===== src/rtl/mme_apb_launcher.sv =====
// APB master that programs one MME job (MAT_CFG, A/B/C addresses, CMD) and polls MME_STATUS.
// Optional read-back of each configuration write: define MME_APB_LAUNCHER_VERIFY_EN.
module mme_apb_launcher #(
    parameter logic [31:0] BASE_ADDR = 32'h0,
    parameter int unsigned POLL_GAP  = 32'd100,
    parameter int unsigned MAX_POLLS = 32'd1024
) (
    input  logic        clk,
    input  logic        rst_n,
    input  logic        req_valid,
    output logic        req_ready,
    input  logic [31:0] req_width,
    input  logic [31:0] req_a_addr,
    input  logic [31:0] req_b_addr,
    input  logic [31:0] req_c_addr,
    output logic [31:0] paddr,
    output logic        psel,
    output logic        penable,
    output logic        pwrite,
    output logic [31:0] pwdata,
    input  logic [31:0] prdata,
    input  logic        pready,
    input  logic        pslverr,
    output logic        busy,
    output logic        done,
    output logic        err
);

    typedef enum logic [2:0] {
        IDLE   = 3'd0,
        SETUP  = 3'd1,
        ACCESS = 3'd2,
        GAP    = 3'd3,
        DONE   = 3'd4
    } state_t;

    localparam logic [2:0] OP_WIDTH  = 3'd0;
    localparam logic [2:0] OP_A      = 3'd1;
    localparam logic [2:0] OP_B      = 3'd2;
    localparam logic [2:0] OP_C      = 3'd3;
    localparam logic [2:0] OP_CMD    = 3'd4;
    localparam logic [2:0] OP_STATUS = 3'd5;

    function automatic logic [31:0] op_offset(input logic [2:0] op);
        case (op)
            OP_WIDTH: op_offset = 32'h0000_0100;
            OP_A:     op_offset = 32'h0000_0200;
            OP_B:     op_offset = 32'h0000_0204;
            OP_C:     op_offset = 32'h0000_0208;
            OP_CMD:   op_offset = 32'h0000_020C;
            default:  op_offset = 32'h0000_0210;
        endcase
    endfunction

    function automatic logic [31:0] op_wdata(input logic [2:0] op, input logic [31:0] w,
                                             input logic [31:0] a, input logic [31:0] b,
                                             input logic [31:0] c);
        case (op)
            OP_WIDTH: op_wdata = w;
            OP_A:     op_wdata = a;
            OP_B:     op_wdata = b;
            OP_C:     op_wdata = c;
            OP_CMD:   op_wdata = 32'h0000_0001;
            default:  op_wdata = 32'h0000_0000;
        endcase
    endfunction

    state_t      state_r, next_state_s;
    logic [2:0]  op_r, next_op_s;
    logic        rb_r, next_rb_s;
    logic        next_err_s;
    logic        next_write_s;
    logic        accept_s;
    logic [31:0] poll_cnt_r, next_poll_cnt_s;
    logic [31:0] gap_cnt_r, next_gap_cnt_s;
    logic [31:0] width_r, a_addr_r, b_addr_r, c_addr_r;
    logic [31:0] src_width_s, src_a_s, src_b_s, src_c_s;

    // req_ready is low on the first cycle out of reset, so it gates acceptance rather than state
    assign accept_s     = req_ready && req_valid;
    assign src_width_s  = accept_s ? req_width  : width_r;
    assign src_a_s      = accept_s ? req_a_addr : a_addr_r;
    assign src_b_s      = accept_s ? req_b_addr : b_addr_r;
    assign src_c_s      = accept_s ? req_c_addr : c_addr_r;
    assign next_write_s = (next_op_s != OP_STATUS) && !next_rb_s;

    // Next-state and sequencing decisions
    always_comb begin
        next_state_s    = state_r;
        next_op_s       = op_r;
        next_rb_s       = rb_r;
        next_err_s      = 1'b0;
        next_poll_cnt_s = poll_cnt_r;
        next_gap_cnt_s  = gap_cnt_r;
        case (state_r)
            IDLE: begin
                if (accept_s) begin
                    next_state_s    = SETUP;
                    next_op_s       = OP_WIDTH;
                    next_rb_s       = 1'b0;
                    next_poll_cnt_s = 32'd0;
                    next_gap_cnt_s  = 32'd0;
                end else begin
                    next_state_s = IDLE;
                end
            end
            SETUP: begin
                next_state_s = ACCESS;
            end
            ACCESS: begin
                if (!pready) begin
                    next_state_s = ACCESS;
                end else if (pslverr) begin
                    next_state_s = DONE;
                    next_err_s   = 1'b1;
                end else if (op_r == OP_STATUS) begin
                    next_poll_cnt_s = (poll_cnt_r < MAX_POLLS) ? poll_cnt_r + 32'd1 : poll_cnt_r;
                    if (prdata == 32'h0000_0001) begin
                        next_state_s = DONE;
                    end else if (next_poll_cnt_s >= MAX_POLLS) begin
                        next_state_s = DONE;
                        next_err_s   = 1'b1;
                    end else if (POLL_GAP == 32'd0) begin
                        next_state_s = SETUP;
                    end else begin
                        next_state_s   = GAP;
                        next_gap_cnt_s = 32'd0;
                    end
`ifdef MME_APB_LAUNCHER_VERIFY_EN
                end else if (rb_r) begin
                    if (prdata != op_wdata(op_r, width_r, a_addr_r, b_addr_r, c_addr_r)) begin
                        next_state_s = DONE;
                        next_err_s   = 1'b1;
                    end else begin
                        next_rb_s    = 1'b0;
                        next_op_s    = op_r + 3'd1;
                        next_state_s = SETUP;
                    end
                end else if (op_r != OP_CMD) begin
                    next_rb_s    = 1'b1;
                    next_state_s = SETUP;
`endif
                end else begin
                    next_op_s    = op_r + 3'd1;
                    next_state_s = SETUP;
                end
            end
            GAP: begin
                if (gap_cnt_r + 32'd1 >= POLL_GAP) begin
                    next_state_s = SETUP;
                end else begin
                    next_gap_cnt_s = gap_cnt_r + 32'd1;
                    next_state_s   = GAP;
                end
            end
            DONE: begin
                next_state_s = IDLE;
            end
            default: begin
                next_state_s = IDLE;
            end
        endcase
    end

    // State, job context and registered APB/status outputs
    always_ff @(posedge clk or negedge rst_n) begin
        if (!rst_n) begin
            state_r    <= IDLE;
            op_r       <= OP_WIDTH;
            rb_r       <= 1'b0;
            poll_cnt_r <= 32'd0;
            gap_cnt_r  <= 32'd0;
            width_r    <= 32'd0;
            a_addr_r   <= 32'd0;
            b_addr_r   <= 32'd0;
            c_addr_r   <= 32'd0;
            req_ready  <= 1'b0;
            busy       <= 1'b0;
            done       <= 1'b0;
            err        <= 1'b0;
            psel       <= 1'b0;
            penable    <= 1'b0;
            pwrite     <= 1'b0;
            paddr      <= 32'd0;
            pwdata     <= 32'd0;
        end else begin
            state_r    <= next_state_s;
            op_r       <= next_op_s;
            rb_r       <= next_rb_s;
            poll_cnt_r <= next_poll_cnt_s;
            gap_cnt_r  <= next_gap_cnt_s;
            if (accept_s) begin
                width_r  <= req_width;
                a_addr_r <= req_a_addr;
                b_addr_r <= req_b_addr;
                c_addr_r <= req_c_addr;
            end
            req_ready <= (next_state_s == IDLE);
            busy      <= (next_state_s != IDLE);
            done      <= (next_state_s == DONE);
            err       <= (next_state_s == DONE) ? next_err_s : 1'b0;
            psel      <= (next_state_s == SETUP) || (next_state_s == ACCESS);
            penable   <= (next_state_s == ACCESS);
            if (next_state_s == SETUP) begin
                paddr  <= BASE_ADDR + op_offset(next_op_s);
                pwrite <= next_write_s;
                pwdata <= next_write_s ? op_wdata(next_op_s, src_width_s, src_a_s, src_b_s, src_c_s)
                                       : 32'd0;
            end
        end
    end

endmodule


===== config.mk =====
export PLATFORM = sky130hd
export DESIGN_NAME = mme_apb_launcher
export DESIGN_NICKNAME = d
export VERILOG_FILES = /design/src/rtl/mme_apb_launcher.sv
export SDC_FILE = /design/constraint.sdc
export NUM_CORES = 1
export LEC_CHECK = 0
export ABC_AREA = 1
export BUFFER_PORTS_ARGS = -buffer_cell sky130_fd_sc_hd__clkbuf_2
export CORE_MARGIN = 1.5
export CORE_UTILIZATION = 40
export CTS_CLUSTER_SIZE = 25
export DETAILED_ROUTE_END_ITERATION = 10
export GPL_TIMING_DRIVEN = 0
export PLACE_DENSITY = 0.71
export RECOVER_POWER = 100
export SLEW_MARGIN = 25
export SYNTH_ARGS = -nofsm -noshare
export SYNTH_HDL_FRONTEND = slang
export SYNTH_SLANG_ARGS = --single-unit

===== constraint.sdc =====
create_clock -name clk -period 6.35 [get_ports clk]
set_clock_uncertainty 0.1 [all_clocks]
set_input_delay 0.635 -clock clk [delete_from_list [all_inputs] [get_ports clk]]
set_output_delay 0.635 -clock clk [all_outputs]
set_load 0.01 [all_outputs]

Yosys cells after proc, flatten, opt, wreduce, memory -nomap -nowiden
Index checks and enable logic that the tools add are counted.

word-level totals
  flip-flop bits (word level) = 270
  input bits = 165
  output and inout port bits = 71
  word-level logic and storage cells = 98

cells by class
  add/sub/neg operators = 3
  $lt $le $gt $ge = 3
  equality and inequality tests = 20
  muxes and demuxes = 42
  reduce and logical (&&, ||, !) cells = 12

operator list
  kind                     number
  $mux W32                 16
  $pmux W32 S5             1
  $pmux W32 S3             1
  $add A32 B1 Y32 const B  2
  $pmux W32 S2             1
  $pmux W10 S5             1
  $eq A32 B1 Y1 const B    1
  $ge A32 B11 Y1 const B   1
  $ge A32 B7 Y1 const B    1
  $lt A32 B11 Y1 const B   1
  $mux W3                  9
  $eq A3 B2 Y1 const B     5
  $ne A2 B2 Y1 const B     7
  $pmux W3 S4              1
  $mux W1                  10
  $eq A3 B1 Y1 const B     3
  $eq A3 B3 Y1 const B     3
  $logic_not A3 Y1         3
  $reduce_and A8 Y1        1
  $pmux W3 S2              1
  $reduce_bool A3 Y1       2
  $reduce_and A5 Y1        1
  $add A3 B1 Y3 const B    1
  $ne A3 B3 Y1 const B     1
  other kinds (5)          6

Logic depth before layout (Yosys ltp)
Gate-level depths: netlist of the first run.

  depth after elaboration = 11
  depth in mapped cells = 18
  mapped depth without buffers = 18

Worst setup path after synthesis of the first run
No wires, ideal clock.

  path kind = register -> register
  start point = register gap_cnt_r[0]
  end point = register pwdata[0]
  setup time = 0.117 ns
  arrival = 2.173 ns
  required time = 6.133 ns
  path slack = 3.960 ns
  stages on the path, launching flop included = 16
  buffers on the path = 1
  clock period less this slack = 2.390 ns
  cell sequence = dfrtp_1 > ha_1 > nand3_1 > inv_2 > or2_2 > nand2_1 > nor2_1 > a21oi_1 > nand2_1 > nor2_2 > nand3_4 > nand2_1 > nand2_2 > buf_6 > nand3_1 > nand2_1

between the ends
  cells in the longest elaborated chain, start to end = 5

RTL lines
  item                    RTL line  text
  start, declared         75        logic [31:0] gap_cnt_r, next_gap_cnt_s;
  start signal, assigned  191       gap_cnt_r <= next_gap_cnt_s;
  $add A32 B1 Y32         149       if (gap_cnt_r + 32'd1 >= POLL_GAP) begin
  $ge A32 B7 Y1           149
  $mux W2                 149
  $pmux W3 S4             95        case (state_r)
  $eq A3 B1 Y1            204       if (next_state_s == SETUP) begin
  end signal, assigned    207       pwdata <= next_write_s ? op_wdata(next_op_s, src_width_s, src_a_s, src_b_s, src_c_s)
  end, declared           20        output logic [31:0] pwdata,

Every way passes these cells.
A chain may end at the register's enable or synchronous reset.

Worst setup path after layout of the first run
  start point = register req_ready
  end point = register pwdata[8]

between the ends
  cells in the longest elaborated chain, start to end = 6
  elaborated cells on any way between the ends = 22
  classes of those cells = 6 x eq/ne; 12 x mux; 4 x reduce/logical

RTL lines
  item                                                        RTL line  text
  start, declared                                             11        output logic req_ready,
  start signal, assigned                                      198       req_ready <= (next_state_s == IDLE);
  $logic_and A1 B1 Y1 *                                       80        assign accept_s = req_ready && req_valid;
  $mux W3 *                                                   97        if (accept_s) begin
  $pmux W3 S2 *                                               95
  named net next_op_s[0]                                      69        logic [2:0] op_r, next_op_s;
  $eq A3 B3 Y1, or another cell as far along                  58        case (op)
  $pmux W32 S5 / $logic_and A1 B1 Y1 (equally long branches)  58, 85
  $mux W32 *                                                  207

The timed path passes the listed nets; every way through them passes the cells marked *.

==> summary.txt, run 1 <==
Run status
  – Run status: finished with violations
  – Violated checks: max-capacitance violations, max-slew violations

Timing
  – Relative slew slack: -0.529
  – Hold WS: around 0.24 ns
  – Setup TNS: 0 ns
  – RSZ-0062 raised after global routing: no
  – Slew @ Worst Pin: around 2.3 ns
  – # setup viols final: 0
  – Fmax: approximately 260 MHz
  – Final hold vios: 0
  – Max-slew violation count: 37
  – Fin crit share: 0.597
  – Final min period: around 3.8 ns

Power and ir drop
  – P_leak: between 7 and 8 nW
  – Final Power: 6.46 mW
  – Maximum VDD drop: 0.287 mV
  – Pwr dens: between 400 and 500 nW/um^2

Floorplanning
  – Die width: approximately 180 um
  – Core Footprint: between 20000 and 30000 um^2
  – I/O Pins: ~240
  – Die ar.: a little over 30000 um^2
  – Die span in y: about 180 um
  – Initial core utilization: 0.405
  – Row count: between 60 and 70

Route
  – Drc violations: 0
  – Vias: ~10000
  – DR pass1 iterations: 4
  – Drt initial violations: between 500 and 600
  – Drt via density: about 4.9
  – Post-DRT Antenna Nets: 0
  – Routed wire per std cell: around 16 um
  – Drt total wl: 32600 um

Clock tree
  – Root Buffer: clkbuf_16
  – Post_cts resized: 0
  – Hold_buf cts: 1
  – Post-CTS Setup Inserts: 0
  – Clk sink count: around 240
  – Htree depth: 1
  – CTS clk-pin slew, worst paths: roughly 0.060 ns
  – Cts bufs inserted: 27
  – Worst-Skew Late Latency: 0.53 ns
  – TritonCTS clock tree: built
  – Clk buf depth: 3

Synth
  – Area contributors post-synth: dfrtp_1 51%, nand2_1 12%, mux2_2 9.1%
  – #FFs+latches synth: 243
  – Synth Cell Area: between 10000 and 15000 um^2
  – Biggest area consumer among synthesized cells: dfrtp_1
  – Post-synthesis sequential area ratio: 0.510
  – Ys async rst share: 1.00
  – Ys flop type: dfrtp_1
  – Mean Syn Cell Area: 8.66 um^2
  – Cells after Synth: 1377
  – Count of different cell masters after synthesis: 46
  – EDFF count, synth: 0
  – Area share of the largest cell type after synthesis: 0.510
  – Ys Warns: 0

Layout
  – Final Non-Filler Cells: around 2000
  – Fillers: ~2900
  – Share of cells above drive strength 1: 0.188
  – Fin nets: approximately 1800
  – Layout area overhead: 19.9%
  – Final Core Density: 0.485
  – Ant. Diodes: 0

Run
  – Max cap viols: 1

Critical path
  – Setup crit end kind: flip-flop
  – Type of origin of the critical path: flip-flop
  – Worst path arrival time: approximately 4.2 ns
  – Worst path required time: approximately 6.7 ns
  – Crit path kind: flip-flop to flip-flop
  – Reg2reg setup slack: ~2.6 ns
  – Crit-path max FO: 10

Global route
  – Gr usage total: 0.215
  – Global-route wire length before repair: roughly 52000 um
  – Total gr overflow: 0
  – Initial antenna violation count: 0
  – Vias in the first global route: just under 10000
  – Largest net degree at the start of global routing: 85

Placement
  – Placed instance count: approximately 2000
  – RD Place Congestion: about 0.90
  – Buffers on Ports: about 210
  – Hpwl dp: roughly 25000 um

Min path
  – Hold WC Path Type: input port to flip-flop
==> cells in the final DEF (no fill, tap or decap), types with 2 or more instances in the layout <==
cell type | synthesis | routed
inv_2 | 7 | 4
mux2_2 | 96 | 36
nand2_2 | 15 | 13
clkbuf_8 | 0 | 5
buf_2 | 20 | 9
buf_4 | 29 | 27
inv_1 | 74 | 76
dfrtp_1 | 243 | 243
o211ai_1 | 2 | 2
nor4_1 | 7 | 7
clkbuf_1 | 19 | 85
a21oi_1 | 48 | 49
clkinv_1 | 2 | 3
conb_1 | 1 | 27
o21ai_0 | 18 | 22
nor2_4 | 5 | 4
nand3_1 | 133 | 134
o21ai_1 | 4 | 2
nor3_1 | 6 | 7
buf_16 | 0 | 3
inv_6 | 0 | 2
xnor2_1 | 2 | 2
mux2_1 | 0 | 60
o21a_1 | 14 | 14
nor2_1 | 178 | 181
buf_6 | 6 | 3
buf_1 | 7 | 5
nor2_2 | 9 | 7
clkbuf_16 | 0 | 27
ha_1 | 5 | 5
clkbuf_2 | 0 | 162
nand2_1 | 391 | 394
nand4_1 | 5 | 5
xor2_1 | 10 | 10
==> metal layers <==
layer	up-vias	track usage	routed length [um]	part of all wire
met3	66	0.0452	2300	0.070
met5	-	0	0	0
met4	0	0.0659	915	0.028
li1	4909	-	-	-
met2	324	0.344	14800	0.45
met1	4737	0.294	14600	0.45
==> cell usage after synthesis, types with 2 or more instances <==
cell type / number
nor2_2: 9
nor3_1: 6
buf_2: 20
o21ai_2: 3
inv_2: 7
nand2_1: 391
ha_1: 5
dfrtp_1: 243
nand4_1: 5
clkinv_1: 2
inv_1: 74
nand2_4: 2
o21ai_0: 18
buf_6: 6
xor2_1: 10
nand2_2: 15
buf_4: 29
nor2_4: 5
nor2_1: 178
o211ai_1: 2
nand3_1: 133
o21a_1: 14
o21ai_1: 4
mux2_2: 96
xnor2_1: 2
buf_1: 7
a21oi_1: 48
clkbuf_1: 19
nor4_1: 7
==> worst max-delay path, stage by stage, from the launching register on <==
cell and delay [ns]:
dfrtp_1 0.45, clkbuf_1 0.20, nand2_1 0.20, a21oi_1 0.14, o21ai_0 0.56, clkinv_1 0.31
nor3_1 0.57, clkbuf_1 0.48, nand2_1 0.10, nand3_1 0.12, nor2_1 0.07, nor2_1 0.12
nand3_1 0.18, nand2_1 0.12
==> logic make-up (layout without fill, tap and decap cells) <==
group,Yosys count,after routing,share of synthesized area
mux,96,96,0.0906
buf+inv,165,416,0.0683
flops,243,243,0.510
xor+xnor,12,12,0.00881
other cells,1,27,0.000314
compound gates,95,95,0.0456
simple gates,760,760,0.271
fa+ha+maj,5,5,0.00524
==> sequential cells by signal, summed over array words and instances (netlist names), 3 cells and up <==
register	cells
a_addr_r	32
b_addr_r	32
c_addr_r	32
gap_cnt_r	32
op_r	3
paddr	5
poll_cnt_r	32
pwdata	32
state_r	3
width_r	32
==> final timing paths <==
path / cells after the start / start / endpoint
max in group asynchronous: 4 / rst_n / c_addr_r[24]$_DFF_PN0_
worst min register to register: 2 / width_r[11]$_DFF_PN0_ / width_r[11]$_DFF_PN0_
worst max register to register: 13 / req_ready$_DFF_PN0_ / pwdata[8]$_DFFE_PN0N_
worst max-delay path: 13 / req_ready$_DFF_PN0_ / pwdata[8]$_DFFE_PN0N_
worst min-delay path: 2 / req_b_addr[29] / b_addr_r[29]$_DFF_PN0_
min in group asynchronous: 2 / rst_n / poll_cnt_r[18]$_DFFE_PN0P_
==> through the flow <==
stage          cell area, um^2  setup slack, ns
2_1_floorplan            12000             3.96
3_3_place_gp             13600           -0.460
3_5_place_dp             13600             3.22
4_1_cts                  14500             3.33
5_1_grt                  14300             2.21
6_report                 14300             2.56
==> final cells by class <==
type	count	area, um^2	share of cell area
clock buffer	35	756	0.0528
inverter	83	312	0.0218
clock inverter	5	60.1	0.00420
multi-input combinational	995	5080	0.355
tap	390	488	0.0341
timing repair buffer	211	1070	0.0749
buffer	82	459	0.0321
sequential	243	6080	0.425
==> power by group <==
part	switching (mW)	total (mW)	internal [mW]	leakage, nW
combinational	1.77	2.68	0.903	3.60
sequential	0.202	2.31	2.11	3.07
clock	0.606	1.47	0.865	0.399
(Power assumes the default switching activity.)
==> inputs of run 2 (changes only) <==
clock period = 3.6 ns   (was 6.35 ns; I/O delays follow)
==> run 2 against run 1 <==
Net effect:
- the flow still finishes with violations (max-capacitance violations, max-slew violations)
- clock power rose by 78%
- largest cell class unchanged
- total power rose by 80%
- largest power group unchanged
- global-route usage increased by 1.5 points
==> summary.txt, run 2 (synthesis results as in run 1) <==
Critical path
  – Worst path required time: 3.92 ns
  – R2r endpoint: pwdata[18]$_DFFE_PN0N_
  – Most frequent CP cell: nand2_1
  – Crit path kind: flip-flop to flip-flop
  – Type of origin of the critical path: flip-flop
  – Worst r2r path cells: 17
  – Reg2reg start: gap_cnt_r[0]$_DFFE_PN0P_
  – Slowest stage cell on the critical path: dfrtp_1
  – Crit-path max FO: 10
  – Setup crit end kind: flip-flop
  – Reg2reg setup slack: ~0.30 ns
  – Cell Chain, Critical Path: ha_1 > nand3_1 > inv_1 > nand2_1 > nor2_1 > nand2_1 > nand2_1 > nand3_1 > nor2_1 > nand2_1 > nor2_1 > nand3_4 > nand2_1 > nand2_1 > clkbuf_2 > nand3_1 > nand2_1
  – Worst path arrival time: approximately 3.6 ns
  – Slowest cell delay on critical path: 0.43 ns

Route
  – Metal-1 WL: approximately 15000 um
  – Post-DRT Antenna Nets: 0
  – Met3 wire length: about 2300 um
  – Drt via density: about 5
  – Drc violations: 0
  – Drt initial violations: about 620
  – Drt total wl: 35000 um
  – Met2 wire len: ~17000 um
  – DR pass1 iterations: 7
  – Routed wire per std cell: 16.3 um
  – Top routing layer used: met4
  – Vias: 10600

Layout
  – Layout area overhead: 28.5%
  – Fillers: between 2000 and 3000
  – Most frequent cells in the layout: 394 x nand2_1, 243 x dfrtp_1, 181 x nor2_1, 165 x clkbuf_2, 133 x nand3_1
  – Fin nets: ~1900
  – Final Non-Filler Cells: roughly 2100
  – Multi-input gate area: 5110 um^2
  – Register area: between 6000 and 7000 um^2
  – Commonest non-fill, non-tap cell in the layout: nand2_1
  – Share of cells above drive strength 1: 0.182
  – Final Core Density: 0.520

Floorplanning
  – Initial core utilization: 0.405
  – Die width: approximately 180 um
  – Row count: between 60 and 70
  – I/O Pins: about 240
  – Die ar.: just over 30000 um^2
  – Die span in y: between 150 and 200 um
  – Core Footprint: about 29000 um^2

Timing
  – Fin crit share: 0.917
  – Fmax: between 300 and 400 MHz
  – Relative slew slack: -0.525
  – Max-slew violation count: 37
  – Slew @ Worst Pin: around 2.3 ns
  – # setup viols final: 0
  – Setup TNS: 0 ns
  – Final hold vios: 0
  – Final min period: around 3.3 ns
  – RSZ-0062 raised after global routing: no

Clock tree
  – Htree depth: 1
  – Clk buf depth: 3
  – Post-CTS Setup Inserts: 0
  – Post_cts resized: 0
  – TritonCTS clock tree: built
  – Clk sink count: about 240
  – CTS clk-pin slew, worst paths: 0.06 ns
  – Cts bufs inserted: 27
  – Worst-Skew Late Latency: about 0.53 ns
  – Root Buffer: clkbuf_16

Placement
  – Placed instance count: around 2000
  – Hpwl dp: 25400 um
  – RD Place Congestion: around 0.90
  – Buffers on Ports: ~210

Global route
  – Gr usage total: 0.230
  – Total gr overflow: 0
  – Largest net degree at the start of global routing: between 80 and 90
  – Global-route wire length before repair: between 50000 and 60000 um
  – Vias in the first global route: 10600
  – Initial antenna violation count: 1

Power and ir drop
  – P_leak: 7.51 nW
  – Pwr dens: around 760 nW/um^2
  – Maximum VDD drop: 0.527 mV

Min path
  – HP Start: req_width[16]
  – WHS Endpoint: width_r[16]$_DFF_PN0_
  – Worst hold path depth: 3
  – Hold WC Path Type: input port to flip-flop

Run
  – Max cap viols: 1

Run status
  – Run status: finished with violations
  – Violated checks: max-capacitance violations, max-slew violations
## run 2: changes by cell type in the layout (fill, tap and decap cells not counted), moves of 2 or more
cell and change:
clkbuf_1 -5, mux2_2 -3, mux2_1 +3, diode_2 +2, dlygate4sd3_1 +99, buf_2 +2
clkbuf_2 +3, o21ai_2 +2, buf_6 +2, o21ai_0 -3
## run 2: where the power goes
| group | switching, mW | total, mW | internal (mW) | leakage, nW |
|---|---|---|---|---|
| combinational | 3.21 | 4.90 | 1.69 | 4.04 |
| clock | 1.08 | 2.61 | 1.53 | 0.399 |
| sequential | 0.370 | 4.09 | 3.72 | 3.07 |
## run 2: layout make-up
cell class                 count  share of cell area
antenna                        2            0.000326
clock inverter                 5             0.00392
inverter                      83              0.0203
multi-input combinational    995               0.333
tap                          390              0.0318
buffer                        82              0.0309
clock buffer                  35              0.0493
sequential                   243               0.397
timing repair buffer         310               0.134
## run 2: worst max-delay path by stage
| stage | from | endpoint | slack (ns) | cells after the start |
|---|---|---|---|---|
| 6_report | gap_cnt_r[0]$_DFFE_PN0P_ | pwdata[18]$_DFFE_PN0N_ | 0.30 | 17 |
| 5_1_grt | gap_cnt_r[0]$_DFFE_PN0P_ | pwdata[17]$_DFFE_PN0N_ | 0.12 | 17 |
| 4_1_cts | req_ready$_DFF_PN0_ | pwdata[4]$_DFFE_PN0N_ | 0.58 | 14 |
| 3_5_place_dp | req_ready$_DFF_PN0_ | pwdata[14]$_DFFE_PN0N_ | 0.62 | 12 |
| 3_3_place_gp | rst_n | b_addr_r[13]$_DFF_PN0_ | -2.93 | 1 |
| 2_1_floorplan | gap_cnt_r[0]$_DFFE_PN0P_ | pwdata[0]$_DFFE_PN0N_ | 1.21 | 15 |
## run 2: metal layers
layer | GRT usage | up-vias
met5 | 0 | -
met4 | 0.0816 | 0
met3 | 0.0385 | 75
met2 | 0.385 | 407
met1 | 0.302 | 5025
li1 | - | 5102
## run 2: critical path, delay by kind of cell (launching register included)
kind | cells | cell delay (ns)
buffers and inverters | 2 | 0.45
AND/OR/NAND/NOR | 14 | 1.84
adder cells (fa/ha/maj) | 1 | 0.34
flip-flops | 1 | 0.43
## run 2: repair_timing
action,in CTS,in global routing
setup endpoints to repair,0,0
hold buffers,97,3
endpoints found under the hold margin,132,3
## run 2: through the flow
step                power [mW]  setup slack, ns  cell area (um^2)  hold slack [ns]
floorplan                 7.47             1.21             12000          -0.0356
global placement          8.95            -2.93             13600            0.347
detailed placement        9.09            0.619             13600            0.212
CTS                       11.8            0.582             15400         0.000201
global route              12.4            0.117             15300          0.00115
finish                    11.6            0.297             15300          0.00836
